### src/rtl/rtc_pkg.sv
// rtc_pkg: shared types, constants and cycle helpers for the
// front-panel time-setting controller.
package rtc_pkg;

  typedef enum logic [2:0] {
    IDLE,
    SET_HH,
    SET_MM,
    SET_SS,
    COMMIT
  } rtc_state_t;

  typedef logic [1:0] fsel_t;

  localparam fsel_t FS_NONE = 2'd0;
  localparam fsel_t FS_HH   = 2'd1;
  localparam fsel_t FS_MM   = 2'd2;
  localparam fsel_t FS_SS   = 2'd3;

  localparam logic [7:0] HOURS_MOD  = 8'd24;
  localparam logic [7:0] MINSEC_MOD = 8'd60;

  function automatic int unsigned ms2cyc(
    input int unsigned f,
    input int unsigned ms
  );
    return f / 1000 * ms;
  endfunction

  function automatic int unsigned s2cyc(
    input int unsigned f,
    input int unsigned s
  );
    return f * s;
  endfunction

  // out-of-range values snap to 0 on inc, to mod-1 on dec
  function automatic logic [7:0] wrap_step(
    input logic [7:0] v,
    input logic [7:0] m,
    input logic       up
  );
    if (up)
      return (v >= m - 8'd1) ? 8'd0 : v + 8'd1;
    return (v == 8'd0 || v >= m) ? m - 8'd1 : v - 8'd1;
  endfunction

endpackage

### src/rtl/rtc_time_set_if.sv
// rtc_time_set_if: buttons, current-time feedback and load bus
// between the front panel, this controller and the clock.
interface rtc_time_set_if;
  import rtc_pkg::*;

  logic        btn_mode;
  logic        btn_inc;
  logic        btn_dec;
  logic [7:0]  cur_hours;
  logic [7:0]  cur_minutes;
  logic [7:0]  cur_seconds;
  logic [31:0] hhmmss;
  logic        wr;
  logic        editing;
  fsel_t       field_sel;

  modport master (
    output btn_mode, btn_inc, btn_dec,
    output cur_hours, cur_minutes, cur_seconds,
    input  hhmmss, wr, editing, field_sel
  );

  modport slave (
    input  btn_mode, btn_inc, btn_dec,
    input  cur_hours, cur_minutes, cur_seconds,
    output hhmmss, wr, editing, field_sel
  );

endinterface

### src/rtl/rtc_time_set_debounce.sv
// button_debounce: 2-flop sync, stable-level debounce and press pulse.
// Auto-repeat is built only with RTC_SET_AUTOREPEAT_EN.
module button_debounce
  import rtc_pkg::*;
#(
  parameter int unsigned DEB_CYC = 2
`ifdef RTC_SET_AUTOREPEAT_EN
  , parameter bit          REPEAT   = 1'b0
  , parameter int unsigned REP_DLY  = 5
  , parameter int unsigned REP_RATE = 2
`endif
) (
  input  logic clk,
  input  logic rst_n,
  input  logic i_btn,
  output logic o_press
);

  localparam int unsigned DW = $clog2(DEB_CYC + 1);

  logic          r_s1;
  logic          r_s2;
  logic          r_stable;
  logic          r_stable_d;
  logic          r_pulse;
  logic [DW-1:0] r_cnt;
  logic          w_rep;

  always_ff @(posedge clk or negedge rst_n) begin
    if (!rst_n) begin
      r_s1       <= 1'b0;
      r_s2       <= 1'b0;
      r_stable   <= 1'b0;
      r_stable_d <= 1'b0;
      r_pulse    <= 1'b0;
      r_cnt      <= '0;
    end else begin
      r_s1       <= i_btn;
      r_s2       <= r_s1;
      r_stable_d <= r_stable;
      r_pulse    <= r_stable & ~r_stable_d;
      if (r_s2 == r_stable) begin
        r_cnt <= '0;
      end else if (r_cnt == DW'(DEB_CYC - 1)) begin
        r_cnt    <= '0;
        r_stable <= r_s2;
      end else begin
        r_cnt <= r_cnt + DW'(1);
      end
    end
  end

`ifdef RTC_SET_AUTOREPEAT_EN
  if (REPEAT) begin : g_rep
    localparam int unsigned RMAX =
      (REP_DLY > REP_RATE) ? REP_DLY : REP_RATE;
    localparam int unsigned RW = $clog2(RMAX + 1);

    logic [RW-1:0] r_rcnt;
    logic          r_armed;
    logic          r_rpulse;

    // first repeat after REP_DLY, then every REP_RATE
    always_ff @(posedge clk or negedge rst_n) begin
      if (!rst_n) begin
        r_rcnt   <= '0;
        r_armed  <= 1'b0;
        r_rpulse <= 1'b0;
      end else if (!r_stable) begin
        r_rcnt   <= '0;
        r_armed  <= 1'b0;
        r_rpulse <= 1'b0;
      end else if (r_rcnt == RW'(r_armed ? REP_RATE - 1
                                          : REP_DLY - 1)) begin
        r_rcnt   <= '0;
        r_armed  <= 1'b1;
        r_rpulse <= 1'b1;
      end else begin
        r_rcnt   <= r_rcnt + RW'(1);
        r_rpulse <= 1'b0;
      end
    end

    assign w_rep = r_rpulse;
  end else begin : g_norep
    assign w_rep = 1'b0;
  end
`else
  assign w_rep = 1'b0;
`endif

  assign o_press = r_pulse | w_rep;

endmodule

### src/rtl/rtc_time_set.sv
// rtc_time_set: button-driven HH/MM/SS editor with commit strobe.
// Optional auto-repeat on inc/dec via RTC_SET_AUTOREPEAT_EN.
module rtc_time_set
  import rtc_pkg::*;
#(
  parameter int unsigned CLKFREQ     = 50000000,
  parameter int unsigned DEBOUNCE_MS = 20,
  parameter int unsigned TIMEOUT_S   = 10
`ifdef RTC_SET_AUTOREPEAT_EN
  , parameter int unsigned REPEAT_DELAY_MS = 500
  , parameter int unsigned REPEAT_RATE_MS  = 100
`endif
) (
  input  logic          clk,
  input  logic          rst_n,
  rtc_time_set_if.slave bus
);

  localparam int unsigned DEB_CYC = ms2cyc(CLKFREQ, DEBOUNCE_MS);
  localparam int unsigned TO_CYC  = s2cyc(CLKFREQ, TIMEOUT_S);
  localparam int unsigned TW      = $clog2(TO_CYC + 1);
`ifdef RTC_SET_AUTOREPEAT_EN
  localparam int unsigned REP_DLY  = ms2cyc(CLKFREQ, REPEAT_DELAY_MS);
  localparam int unsigned REP_RATE = ms2cyc(CLKFREQ, REPEAT_RATE_MS);
`endif

  rtc_state_t    r_state;
  rtc_state_t    w_next;
  logic [7:0]    r_hh;
  logic [7:0]    r_mm;
  logic [7:0]    r_ss;
  logic          r_wr;
  logic [TW-1:0] r_to_cnt;
  logic          w_mode;
  logic          w_inc;
  logic          w_dec;
  logic          w_step;
  logic          w_in_set;
  logic          w_to;
  logic          w_editing;
  fsel_t         w_fsel;

  button_debounce #(
    .DEB_CYC(DEB_CYC)
  ) u_mode (
    .clk    (clk),
    .rst_n  (rst_n),
    .i_btn  (bus.btn_mode),
    .o_press(w_mode)
  );

  button_debounce #(
    .DEB_CYC(DEB_CYC)
`ifdef RTC_SET_AUTOREPEAT_EN
    , .REPEAT(1'b1), .REP_DLY(REP_DLY), .REP_RATE(REP_RATE)
`endif
  ) u_inc (
    .clk    (clk),
    .rst_n  (rst_n),
    .i_btn  (bus.btn_inc),
    .o_press(w_inc)
  );

  button_debounce #(
    .DEB_CYC(DEB_CYC)
`ifdef RTC_SET_AUTOREPEAT_EN
    , .REPEAT(1'b1), .REP_DLY(REP_DLY), .REP_RATE(REP_RATE)
`endif
  ) u_dec (
    .clk    (clk),
    .rst_n  (rst_n),
    .i_btn  (bus.btn_dec),
    .o_press(w_dec)
  );

  assign w_in_set = (r_state == SET_HH) || (r_state == SET_MM) ||
                    (r_state == SET_SS);
  // mode beats inc/dec; inc together with dec cancels out
  assign w_step   = !w_mode && (w_inc ^ w_dec);
  assign w_to     = w_in_set && (r_to_cnt == TW'(TO_CYC - 1));

  always_ff @(posedge clk or negedge rst_n) begin
    if (!rst_n) r_state <= IDLE;
    else        r_state <= w_next;
  end

  always_comb begin
    w_next = r_state;
    unique case (r_state)
      IDLE:    if (w_mode) w_next = SET_HH;
      SET_HH:  if (w_mode) w_next = SET_MM;
               else if (w_to) w_next = IDLE;
      SET_MM:  if (w_mode) w_next = SET_SS;
               else if (w_to) w_next = IDLE;
      SET_SS:  if (w_mode) w_next = COMMIT;
               else if (w_to) w_next = IDLE;
      COMMIT:  w_next = IDLE;
      default: w_next = IDLE;
    endcase
  end

  always_comb begin
    w_editing = 1'b0;
    w_fsel    = FS_NONE;
    unique case (r_state)
      SET_HH:  begin w_editing = 1'b1; w_fsel = FS_HH; end
      SET_MM:  begin w_editing = 1'b1; w_fsel = FS_MM; end
      SET_SS:  begin w_editing = 1'b1; w_fsel = FS_SS; end
      default: begin w_editing = 1'b0; w_fsel = FS_NONE; end
    endcase
  end

  always_ff @(posedge clk or negedge rst_n) begin
    if (!rst_n) begin
      r_wr     <= 1'b0;
      r_to_cnt <= '0;
    end else begin
      r_wr <= (w_next == COMMIT);
      if (!w_in_set || w_mode || w_inc || w_dec)
        r_to_cnt <= '0;
      else
        r_to_cnt <= r_to_cnt + TW'(1);
    end
  end

  always_ff @(posedge clk or negedge rst_n) begin
    if (!rst_n) begin
      r_hh <= '0;
      r_mm <= '0;
      r_ss <= '0;
    end else if (r_state == IDLE && w_mode) begin
      r_hh <= bus.cur_hours;
      r_mm <= bus.cur_minutes;
      r_ss <= bus.cur_seconds;
    end else if (w_step) begin
      unique case (r_state)
        SET_HH:  r_hh <= wrap_step(r_hh, HOURS_MOD, w_inc);
        SET_MM:  r_mm <= wrap_step(r_mm, MINSEC_MOD, w_inc);
        SET_SS:  r_ss <= wrap_step(r_ss, MINSEC_MOD, w_inc);
        default: ;
      endcase
    end
  end

  assign bus.hhmmss    = {8'h00, r_hh, r_mm, r_ss};
  assign bus.wr        = r_wr;
  assign bus.editing   = w_editing;
  assign bus.field_sel = w_fsel;

endmodule

### src/flat_wrapper.sv
// flat-port wrapper written by rule: the top's interface ports become plain ports
module rtc_time_set_flat import rtc_pkg::*;
#(
  parameter int unsigned CLKFREQ     = 50000000,
  parameter int unsigned DEBOUNCE_MS = 20,
  parameter int unsigned TIMEOUT_S   = 10

)
  (clk, rst_n, bus_btn_mode, bus_btn_inc, bus_btn_dec, bus_cur_hours, bus_cur_minutes, bus_cur_seconds, bus_hhmmss, bus_wr, bus_editing, bus_field_sel);
  rtc_time_set_if bus_i ();
  input  logic clk;
  input  logic rst_n;
  input wire logic [$bits(bus_i.btn_mode)-1:0] bus_btn_mode;
  input wire logic [$bits(bus_i.btn_inc)-1:0] bus_btn_inc;
  input wire logic [$bits(bus_i.btn_dec)-1:0] bus_btn_dec;
  input wire logic [$bits(bus_i.cur_hours)-1:0] bus_cur_hours;
  input wire logic [$bits(bus_i.cur_minutes)-1:0] bus_cur_minutes;
  input wire logic [$bits(bus_i.cur_seconds)-1:0] bus_cur_seconds;
  output wire logic [$bits(bus_i.hhmmss)-1:0] bus_hhmmss;
  output wire logic [$bits(bus_i.wr)-1:0] bus_wr;
  output wire logic [$bits(bus_i.editing)-1:0] bus_editing;
  output wire logic [$bits(bus_i.field_sel)-1:0] bus_field_sel;
  assign bus_i.btn_mode = bus_btn_mode;
  assign bus_i.btn_inc = bus_btn_inc;
  assign bus_i.btn_dec = bus_btn_dec;
  assign bus_i.cur_hours = bus_cur_hours;
  assign bus_i.cur_minutes = bus_cur_minutes;
  assign bus_i.cur_seconds = bus_cur_seconds;
  assign bus_hhmmss = bus_i.hhmmss;
  assign bus_wr = bus_i.wr;
  assign bus_editing = bus_i.editing;
  assign bus_field_sel = bus_i.field_sel;
  rtc_time_set #(.CLKFREQ(CLKFREQ), .DEBOUNCE_MS(DEBOUNCE_MS), .TIMEOUT_S(TIMEOUT_S)) u_core (.clk(clk), .rst_n(rst_n), .bus(bus_i));
endmodule
### config.mk
export PLATFORM = sky130hd
export DESIGN_NAME = rtc_time_set_flat
export DESIGN_NICKNAME = d
export VERILOG_FILES = /design/src/rtl/rtc_pkg.sv /design/src/rtl/rtc_time_set_if.sv /design/src/rtl/rtc_time_set_debounce.sv /design/src/rtl/rtc_time_set.sv /design/src/flat_wrapper.sv
export SDC_FILE = /design/constraint.sdc
export NUM_CORES = 1
export LEC_CHECK = 0
export ABC_AREA = 0
export CORE_MARGIN = 5
export CORE_UTILIZATION = 40
export DETAILED_ROUTE_END_ITERATION = 12
export GPL_TIMING_DRIVEN = 1
export PLACE_DENSITY_LB_ADDON = 0.05
export SLEW_MARGIN = 20
export SYNTH_ARGS = -nofsm -noshare
export SYNTH_HDL_FRONTEND = slang
export SYNTH_SLANG_ARGS = --single-unit
### constraint.sdc
create_clock -name clk -period 2.9 [get_ports clk]
set_input_delay 0.58 -clock clk [delete_from_list [all_inputs] [get_ports clk]]
set_output_delay 0.58 -clock clk [all_outputs]
set_load 0.02 [all_outputs]
# [Word-level counts from Yosys, hierarchy flattened]
# Index checks and enable logic that the tools add are counted.
[op_classes] add_sub_neg=10 n_lt_le_gt_ge=6 n_eq_ne=11 n_mux=46 bitwise=10 reduce_logical=28
[ops] op="8-bit two-way mux" n=21
[ops] op="20-bit two-way mux" n=6
[ops] op="20-bit by 1-bit adder with 20-bit output, second input constant" n=3
[ops] op="20-bit == test, second input constant" n=3
[ops] op="8-bit by 6-bit greater-or-equal comparator with 1-bit output, second input constant" n=4
[ops] op="29-bit by 1-bit adder with 29-bit output, second input constant" n=1
[ops] op="29-bit == test, second input constant" n=1
[ops] op="29-bit two-way mux" n=1
[ops] op="8-bit by 1-bit adder with 8-bit output, second input constant" n=3
[ops] op="8-bit zero test" n=3
[ops] op="8-bit by 1-bit subtractor with 8-bit output, second input constant" n=3
[ops] op="8-bit by 5-bit greater-or-equal comparator with 1-bit output, second input constant" n=2
[ops] op="3-bit two-way mux" n=5
[ops] op="3-bit one-hot mux with 4 select lines" n=1
[ops] op="2-bit AND reduction" n=6
[ops] op="1-bit two-way mux" n=11
[ops] op="1-bit logical OR" n=8
[ops] op="2-bit nonzero test" n=4
[ops] op="3-bit by 2-bit == test with 1-bit output, second input constant" n=2
[ops] op="1-bit NOT" n=6
[ops] op="2-bit one-hot mux with 3 select lines" n=1
[ops] op="1-bit AND" n=3
[ops] op="1-bit == test" n=3
[ops] op="3-bit by 1-bit == test with 1-bit output, second input constant" n=1
[ops] op="6 further kinds" n=9
[totals] ff_bits=132 in_bits=29 out_inout_bits=36 word_cells=135

# [Depth between registers and ports, before layout]
# Gate-level depths: netlist of run 1.
[depth] depth_word=8 mapped_depth=8 depth_no_buf=7

# [Cells and area by module]
# Synthesis of run 1 repeated with hierarchy kept, for this count alone.
[unflattened] cells_unflattened=796 hier_area_um2=7444.6
[modules_own_cells] module="rtc_time_set" n_inst=1 cells_each=463 area_each_um2=3931.3 seq_area_each_um2=1426.4
[modules_own_cells] module="button_debounce" n_inst=3 cells_each=111 area_each_um2=1171.1 seq_area_each_um2=625.6

# [Worst setup path before layout of run 1]
# No wires, ideal clock.
[synth_timing] kind="reg2reg" startpoint="reg u_core.r_hh[4]" endpoint="reg u_core.r_hh[0]" setup_ps=132 t_arrival_ps=1705 setup_slack_ps=1063 path_stages_with_launch=7 path_buffers=1 synth_period_minus_slack_ps=1837 cell_sequence="dfrtp_1 buf_2 a2111oi_4 a21boi_2 o21ai_1 a221oi_1 a21oi_1"
[synth_via] elab_chain_len=7 word_cells_on_any_way=11 classes_between="2 x order compare; 7 x mux; 2 x reduce/logical"
[synth_lines] item="start, declared" line="rtc_time_set.sv:29" rtl="logic [7:0] r_hh;"
[synth_lines] item="start signal, assigned" line="rtc_time_set.sv:132" rtl="r_hh <= bus.cur_hours;"
[synth_lines] item="start signal, assigned" line="rtc_time_set.sv:137" rtl="SET_HH: r_hh <= wrap_step(r_hh, HOURS_MOD, w_inc);"
[synth_lines] item="8-bit by 5-bit greater-or-equal comparator with 1-bit output (tied with other cells)" line="rtc_pkg.sv:44" rtl="return (v >= m - 8'd1) ? 8'd0 : v + 8'd1;"
[synth_lines] item="8-bit two-way mux / 1-bit logical OR (equally long branches)" line="rtc_pkg.sv:44, rtc_pkg.sv:45"
[synth_lines] item="8-bit two-way mux (on tied branches)" line="rtc_pkg.sv:43, rtc_pkg.sv:45"
[synth_lines] item="8-bit two-way mux *" line="rtc_pkg.sv:45" rtl="return (v == 8'd0 || v >= m) ? m - 8'd1 : v - 8'd1;"
[synth_lines] item="8-bit two-way mux *" line="rtc_time_set.sv:136" rtl="unique case (r_state)"
[synth_lines] item="8-bit two-way mux *" line="rtc_time_set.sv:135" rtl="end else if (w_step) begin"
[synth_lines] item="8-bit two-way mux *" line="rtc_time_set.sv:131" rtl="end else if (r_state == IDLE && w_mode) begin"
# Every way passes the cells marked *; elsewhere a longest branch is shown, timed or not. The select of a mux whose other input is x is not followed.
# A chain may end at the register's enable or synchronous reset.

# [Final worst setup path of run 1]
[layout_timing] startpoint="reg u_core.r_state[0]" endpoint="out bus_field_sel[0]"
[layout_via] elab_chain_len=2 word_cells_on_any_way=4 classes_between="3 x eq/ne; 1 x mux"
[layout_lines] item="start, declared" line="rtc_time_set.sv:27" rtl="rtc_state_t r_state;"
[layout_lines] item="start signal, assigned" line="rtc_time_set.sv:84" rtl="else r_state <= w_next;"
[layout_lines] item="3-bit by 2-bit == test with 1-bit output / 3-bit by 1-bit == test with 1-bit output (equally long branches)" line="rtc_time_set.sv:105" rtl="unique case (r_state)"
[layout_lines] item="2-bit one-hot mux with 3 select lines *" line="rtc_time_set.sv:105"
[layout_lines] item="end, declared" line="flat_wrapper.sv:22" rtl="output wire logic [$bits(bus_i.field_sel)-1:0] bus_field_sel;"
# Every way passes the cells marked *; elsewhere a longest branch is shown, timed or not.

==> impl_metrics.ini, run 1 <==
[place]
detailed_place_hpwl_um = 10600
numPortBuffers = 56
routability_cong = 0.855
postPlaceCellArea_mm2 = 0.00779

[cts]
cts_max_level = 4
cts.clk_slew.worst_paths_ns = 0.06
clockRootBuffer = sky130_fd_sc_hd__clkbuf_16
cts-buffers-inserted = 17
clock_tree.buffer_depth = 2
cts_sinks = 132
clock_insertion_delay_worst_skew_ns = 0.42
cts_tree = done
cts_setup_buffers = 0
post_cts_resize_count = 0
ctsHoldBuffers = 0

[global_routing]
grt_pass1_wl_um = 26600
grtUsageTotal = 0.159
global_route.overflow_total = 0
number_of_global_route_vias_before_repair = 5450
grt_antenna_before_repair = 0
largest_net_degree_at_the_start_of_global_routing = 76

[die]
core_area_mm2 = 0.0173
dieHeight_um = 143
floorplan.die_area_mm2 = 0.0204
io_pins = 65
initial_util = 0.408
placement_rows = 48
dieWidth_um = 143

[logic_synthesis]
yosys.area_share.adder = 0.0231
synth_async_sr_flop_share = 1.00
ys_warn_count = 0
synth-edff-count = 0
post_synth_most_frequent_cells = sky130_fd_sc_hd__dfrtp_1, sky130_fd_sc_hd__nor2_1, sky130_fd_sc_hd__xor2_1
most_frequent_cell_after_synthesis = sky130_fd_sc_hd__dfrtp_1
post_synth_main_area_contributors = sky130_fd_sc_hd__dfrtp_1, sky130_fd_sc_hd__xor2_1, sky130_fd_sc_hd__nor2_1
synth-compound-area-share = 0.0938
yosys.area_share.xor_xnor = 0.122
syn_area_per_cell_um2 = 9.44
netlist_area_mm2 = 0.00705
synth_cell_type_count = 71
ys_seq_elements = 132
synth_top_family_by_area = simple AND/OR/NAND/NOR gates
netlist.area_leader.share = 0.468
yosys-mux-area-fraction = 0.00479
synth_seq_area_share = 0.468
synth_largest_area_cell = sky130_fd_sc_hd__dfrtp_1
synthSimpleGateAreaFrac = 0.247
syn_inst = 747
yosys_most_used_dff = sky130_fd_sc_hd__dfrtp_1

[outcome]
outcome = finished, final reports clean

[critical_path]
critPathRequiredTime_ns = 2.32
reg2reg_slack_ns = 0.62
r2r-start = u_core.u_inc.r_cnt[0]
timing.rr.end = u_core.u_inc.r_cnt[11]
crit_path_start_kind = flip-flop
cp_max_fo = 8
reg2reg_depth = 7
crit_path_end_kind = primary output
worst_ep_arrival_time_ns = 1.97
type_of_the_worst_setup_path = reg -> out

[sta]
setup_tns_ns = 0
final_hold_viol_count = 0
period_needed_ns = 2.55
worst_pin_slew_ns = 0.956
min_period_over_period = 0.880
timing.max_slew.rel_slack = 0.362
finalSetupViolations = 0
upper_clock_frequency_limit_mhz = 392
finClkSkew_ns = 0.00865
unrepaired_setup_endpoints_after_global_routing = false
timing_max_transition_violations_final = 0

[pwr]
report.power.total_mw = 3.96
combinationalPowerShare = 0.034
power_per_cell_area_mw_per_mm2 = 475
p_switching_mw = 0.933
worst_case_vdd_ir_drop_mv = 0.394
netSwitchingFraction = 0.235
part_of_the_total_power_dissipated_in_the_clock_network = 0.493
p_int_mw = 3.03
cellLeakagePower_nw = 3.47
share_seq_of_total_power = 0.473

[finish]
layout_cell_share_with_drive_strength_beyond_1 = 0.0714
nFillCells = 1626
nNetsFinal = 841
antenna-diode-count = 0
final_design_area_no_fill_mm2 = 0.00833
area_delta_synth_final_pct = 18.2
utilization = 0.482

[detailed_routing]
route.detailed.wl_per_inst_um = 14.8
drt-initial-drc-count = 293
route.detailed.vias_per_inst = 5.33
detail_route.drc_violations = 0
drtPass1Iterations = 6
detail-route-antenna-nets = 0
route.final.wire_length_um = 15400
route.vias.total = 5525

[run]
cap_violations = 0

[hold_path]
worst_hold_path_type = in -> async
==> layer usage <==
layer,vias to the layer above,routed length [um],GRT usage
met5,-,0,0
met1,2689,7080,0.217
met2,129,7470,0.249
met4,0,131,0.0565
li1,2694,-,-
met3,13,698,0.0345
==> flip-flops by register name, indices dropped and copies added, names as in the netlist <==
register / flops
u_core.u_inc.r_stable: 1
u_core.u_mode.r_stable_d: 1
u_core.u_dec.r_stable_d: 1
u_core.u_inc.r_s2: 1
u_core.r_hh: 8
u_core.r_mm: 8
u_core.u_mode.o_press: 1
u_core.u_mode.r_s1: 1
u_core.u_inc.r_cnt: 20
u_core.u_mode.r_cnt: 20
u_core.u_dec.r_s2: 1
u_core.u_mode.r_s2: 1
u_core.u_dec.r_s1: 1
u_core.r_ss: 8
u_core.u_dec.r_cnt: 20
u_core.r_state: 3
u_core.r_to_cnt: 29
u_core.u_mode.r_stable: 1
u_core.u_dec.r_stable: 1
u_core.u_inc.r_s1: 1
u_core.u_inc.o_press: 1
u_core.u_inc.r_stable_d: 1
u_core.u_dec.o_press: 1
u_core.bus.wr: 1
==> how the worst max path moves through the flow <==
stage | cells past startpoint | start | slack, ns | to
2_1_floorplan | 6 | u_core.r_hh[4] | 1.06 | u_core.r_hh[0]
3_3_place_gp | 7 | u_core.u_inc.r_cnt[0] | 0.74 | u_core.u_inc.r_cnt[9]
3_5_place_dp | 7 | u_core.u_inc.r_cnt[0] | 0.66 | u_core.u_inc.r_cnt[11]
4_1_cts | 3 | u_core.r_state[0] | 0.33 | bus_field_sel[0]
5_1_grt | 3 | u_core.r_state[0] | 0.25 | bus_field_sel[0]
6_report | 3 | u_core.r_state[0] | 0.35 | bus_field_sel[0]
==> cell usage in the layout (no fill, tap or decap), types with 6 or more instances in the layout <==
cell type	n
sky130_fd_sc_hd__clkinvlp_4	7
sky130_fd_sc_hd__nor4_1	11
sky130_fd_sc_hd__ha_1	13
sky130_fd_sc_hd__o22ai_1	6
sky130_fd_sc_hd__a21oi_1	21
sky130_fd_sc_hd__nand3_1	39
sky130_fd_sc_hd__inv_1	22
sky130_fd_sc_hd__dfrtp_1	132
sky130_fd_sc_hd__xor2_1	63
sky130_fd_sc_hd__nor2_1	126
sky130_fd_sc_hd__clkbuf_16	17
sky130_fd_sc_hd__nor2b_1	8
sky130_fd_sc_hd__buf_4	8
sky130_fd_sc_hd__conb_1	8
sky130_fd_sc_hd__nor3_1	13
sky130_fd_sc_hd__nand4_1	30
sky130_fd_sc_hd__xnor2_1	35
sky130_fd_sc_hd__and3_1	17
sky130_fd_sc_hd__clkdlybuf4s50_1	55
sky130_fd_sc_hd__o21ai_0	20
sky130_fd_sc_hd__nand2_1	58
==> worst max-delay path: stages, from the launching register on <==
cell	delay, ns
sky130_fd_sc_hd__dfrtp_1	0.52
sky130_fd_sc_hd__inv_1	0.12
sky130_fd_sc_hd__nor2_1	0.25
sky130_fd_sc_hd__clkdlybuf4s50_1	0.67
==> power by group through the flow <==
| stage | clock [mW] | combinational (mW) | sequential [mW] |
|---|---|---|---|
| 2_1_floorplan | 0 | 0.0559 | 1.90 |
| 3_3_place_gp | 0 | 0.136 | 1.90 |
| 3_5_place_dp | 0 | 0.139 | 1.91 |
| 4_1_cts | 2.02 | 0.140 | 1.87 |
| 5_1_grt | 2.10 | 0.156 | 1.87 |
| 6_report | 1.95 | 0.135 | 1.87 |
==> kinds of logic (layout without fill, tap and decap cells) <==
| group | after synthesis | after routing |
|---|---|---|
| buf+inv | 60 | 118 |
| xor+xnor | 98 | 98 |
| fa+ha+maj | 13 | 13 |
| compound gates | 96 | 96 |
| flops | 132 | 132 |
| mux | 3 | 3 |
| other cells | 1 | 8 |
| simple gates | 344 | 344 |
==> layout make-up <==
| class | instances | area [um^2] | area share |
|---|---|---|---|
| inverter | 22 | 82.6 | 0.00991 |
| sequential | 132 | 3300 | 0.396 |
| tap | 225 | 282 | 0.0338 |
| timing repair buffer | 64 | 622 | 0.0746 |
| clock buffer | 18 | 439 | 0.0527 |
| multi-input combinational | 562 | 3500 | 0.420 |
| clock inverter | 14 | 106 | 0.0128 |
==> metrics by stage <==
stage	worst slack (ns)	instances	hold slack, ns
3_3_place_gp	0.737	1005	0.334
6_report	0.347	1037	0.199
4_1_cts	0.330	1037	0.222
3_5_place_dp	0.656	1005	0.336
2_1_floorplan	1.06	754	0.284
5_1_grt	0.252	1037	0.266
No activity file was read; power rests on OpenSTA's default activity.
==> run 2: changes to the inputs <==
==> constraint.sdc (replaced) <==
create_clock -name clk -period 2.3 [get_ports clk]
set_input_delay 0.46 -clock clk [delete_from_list [all_inputs] [get_ports clk]]
set_output_delay 0.46 -clock clk [all_outputs]
set_load 0.02 [all_outputs]
==> run 2 against run 1 <==
Compared with the run above:
- die area unchanged
- count of clock-buffer cells in the layout up 5
- clock skew up 0.0015 ns
- final cell count up 1.3%
- critical endpoint is now bus_editing
- largest power group unchanged
==> impl_metrics.ini, run 2 (synthesis gave the netlist of run 1 again) <==
[global_routing]
grtUsageTotal = 0.160
grt_antenna_before_repair = 0
number_of_global_route_vias_before_repair = 5444
grt_pass1_wl_um = 26700
global_route.overflow_total = 0
largest_net_degree_at_the_start_of_global_routing = 81

[critical_path]
cpLargestDelayFamily = buffers and inverters
worst_ep_arrival_time_ns = 1.76
type_of_the_worst_setup_path = reg -> out
slowest_cp_cell = sky130_fd_sc_hd__clkdlybuf4s50_1
crit_path_start_kind = flip-flop
combined_buffer_and_inverter_count_along_the_critical_path = 2
timing.critical_path.slowest_cell_delay_ns = 0.60
crit_path_end_kind = primary output
critPathRequiredTime_ns = 1.84
cp_max_fo = 8
startpoint = u_core.r_state[0]
r2r-start = u_core.u_inc.r_cnt[0]
critical_path.cell_chain = o21bai_2 > inv_1 > clkdlybuf4s50_1

[die]
dieWidth_um = 143
initial_util = 0.408
placement_rows = 48
floorplan.die_area_mm2 = 0.0204
io_pins = 65
dieHeight_um = 143
core_area_mm2 = 0.0173

[sta]
finClkSkew_ns = 0.0102
upper_clock_frequency_limit_mhz = 451
setup_tns_ns = 0
unrepaired_setup_endpoints_after_global_routing = false
timing.max_slew.rel_slack = 0.571
finalSetupViolations = 0
final_hold_viol_count = 0
timing_max_transition_violations_final = 0
min_period_over_period = 0.964
worst_pin_slew_ns = 0.638
period_needed_ns = 2.22

[detailed_routing]
route.detailed.vias_per_inst = 5.25
drt-initial-drc-count = 315
detail_route.drc_violations = 0
route.detailed.wl_per_inst_um = 14.7
route.vias.total = 5514
drtPass1Iterations = 5
route.final.wire_length_um = 15400
detail-route-antenna-nets = 0

[run]
cap_violations = 0

[finish]
nNetsFinal = 854
final-seq-area_mm2 = 0.00330
top_library_cells_by_usage_in_the_layout_fill_and_taps_aside = sky130_fd_sc_hd__dfrtp_1, sky130_fd_sc_hd__nor2_1, sky130_fd_sc_hd__xor2_1, sky130_fd_sc_hd__nand2_1, sky130_fd_sc_hd__clkdlybuf4s50_1
multi_input_comb_area_mm2 = 0.00350
leading_cell_type_in_the_layout_fill_and_taps_excluded = sky130_fd_sc_hd__dfrtp_1
final_design_area_no_fill_mm2 = 0.00845
nFillCells = 1624
area_delta_synth_final_pct = 19.9
layout_cell_share_with_drive_strength_beyond_1 = 0.0824
top_register = u_core.r_to_cnt
max_ffs_per_register = 29
antenna-diode-count = 0

[hold_path]
hp-start = u_core.u_inc.r_s1
worst_hold_path_type = reg -> reg

[place]
numPortBuffers = 56
routability_cong = 0.871
detailed_place_hpwl_um = 10500
postPlaceCellArea_mm2 = 0.00789

[cts]
cts-buffers-inserted = 17
clock_tree.buffer_depth = 2
cts_max_level = 4
clockRootBuffer = sky130_fd_sc_hd__clkbuf_16
cts_tree = done
clock_insertion_delay_worst_skew_ns = 0.42
cts.clk_slew.worst_paths_ns = 0.05
cts_sinks = 132

[pwr]
worst_case_vdd_ir_drop_mv = 0.485
cellLeakagePower_nw = 3.58
power_per_cell_area_mw_per_mm2 = 598

[outcome]
outcome = finished, final reports clean
[run 2: changes by cell type in the layout (fill, tap and decap cells not counted), sizes merged]
| cell | before | now |
|---|---|---|
| dlygate4sd3 | 0 | 1 |
| clkbuf | 18 | 23 |
| dlymetal6s2s | 0 | 1 |
| inv | 24 | 23 |
| clkdlybuf4s50 | 55 | 53 |
| clkinvlp | 7 | 2 |
| bufinv | 0 | 1 |
| dlygate4sd2 | 0 | 1 |
| buf | 9 | 21 |
[run 2: timing repair]
action                                  CTS  global route
hold buffers                              1             0
resized for setup                         3             1
endpoints found under the hold margin    19             0
setup buffers                             0             0
endpoints found under the setup margin    3             1
[run 2: cell type report]
type / count / share of cell area
clock inverter: 9 / 0.00932
clock buffer: 23 / 0.0554
sequential: 132 / 0.391
multi-input combinational: 562 / 0.414
timing repair buffer: 77 / 0.0870
tap: 225 / 0.0333
inverter: 22 / 0.00977
[run 2: through the flow]
| step | total power, mW | setup slack, ns | std cells | hold WS [ns] | utilization |
|---|---|---|---|---|---|
| floorplan | 2.47 | 0.463 | 754 | 0.164 | - |
| global placement | 2.58 | 0.335 | 1017 | 0.319 | 0.456 |
| detailed placement | 2.58 | 0.288 | 1017 | 0.323 | 0.456 |
| CTS | 5.14 | 0.0511 | 1050 | 0.348 | 0.489 |
| global route | 5.29 | 0.00946 | 1050 | 0.356 | 0.489 |
| finish | 5.06 | 0.0833 | 1050 | 0.346 | 0.489 |
[run 2: power breakdown]
group          leakage [nW]  switching, mW  internal, mW
Clock                 0.267          0.985          1.54
Sequential             1.77         0.0189          2.34
Combinational          1.55          0.103        0.0727
Total                  3.58           1.11          3.95
[run 2: worst paths after layout]
| path | depth (start not counted) | slack [ns] | endpoint |
|---|---|---|---|
| setup / recovery | 3 | 0.08 | bus_editing |
| hold / removal | 0 | 0.35 | u_core.u_inc.r_s2 |
| setup reg to reg | 7 | 0.30 | u_core.u_inc.r_cnt[4] |
| hold reg to reg | 0 | 0.35 | u_core.u_inc.r_s2 |
| max in group asynchronous | 3 | 1.16 | u_core.u_inc.r_cnt[11] |
| min in group asynchronous | 2 | 0.46 | u_core.r_to_cnt[22] |
[run 2: layer usage]
layer / part of all wire / GRT usage
met5: 0 / 0
met4: 0.015 / 0.0515
met3: 0.045 / 0.0388
met2: 0.46 / 0.247
met1: 0.48 / 0.222
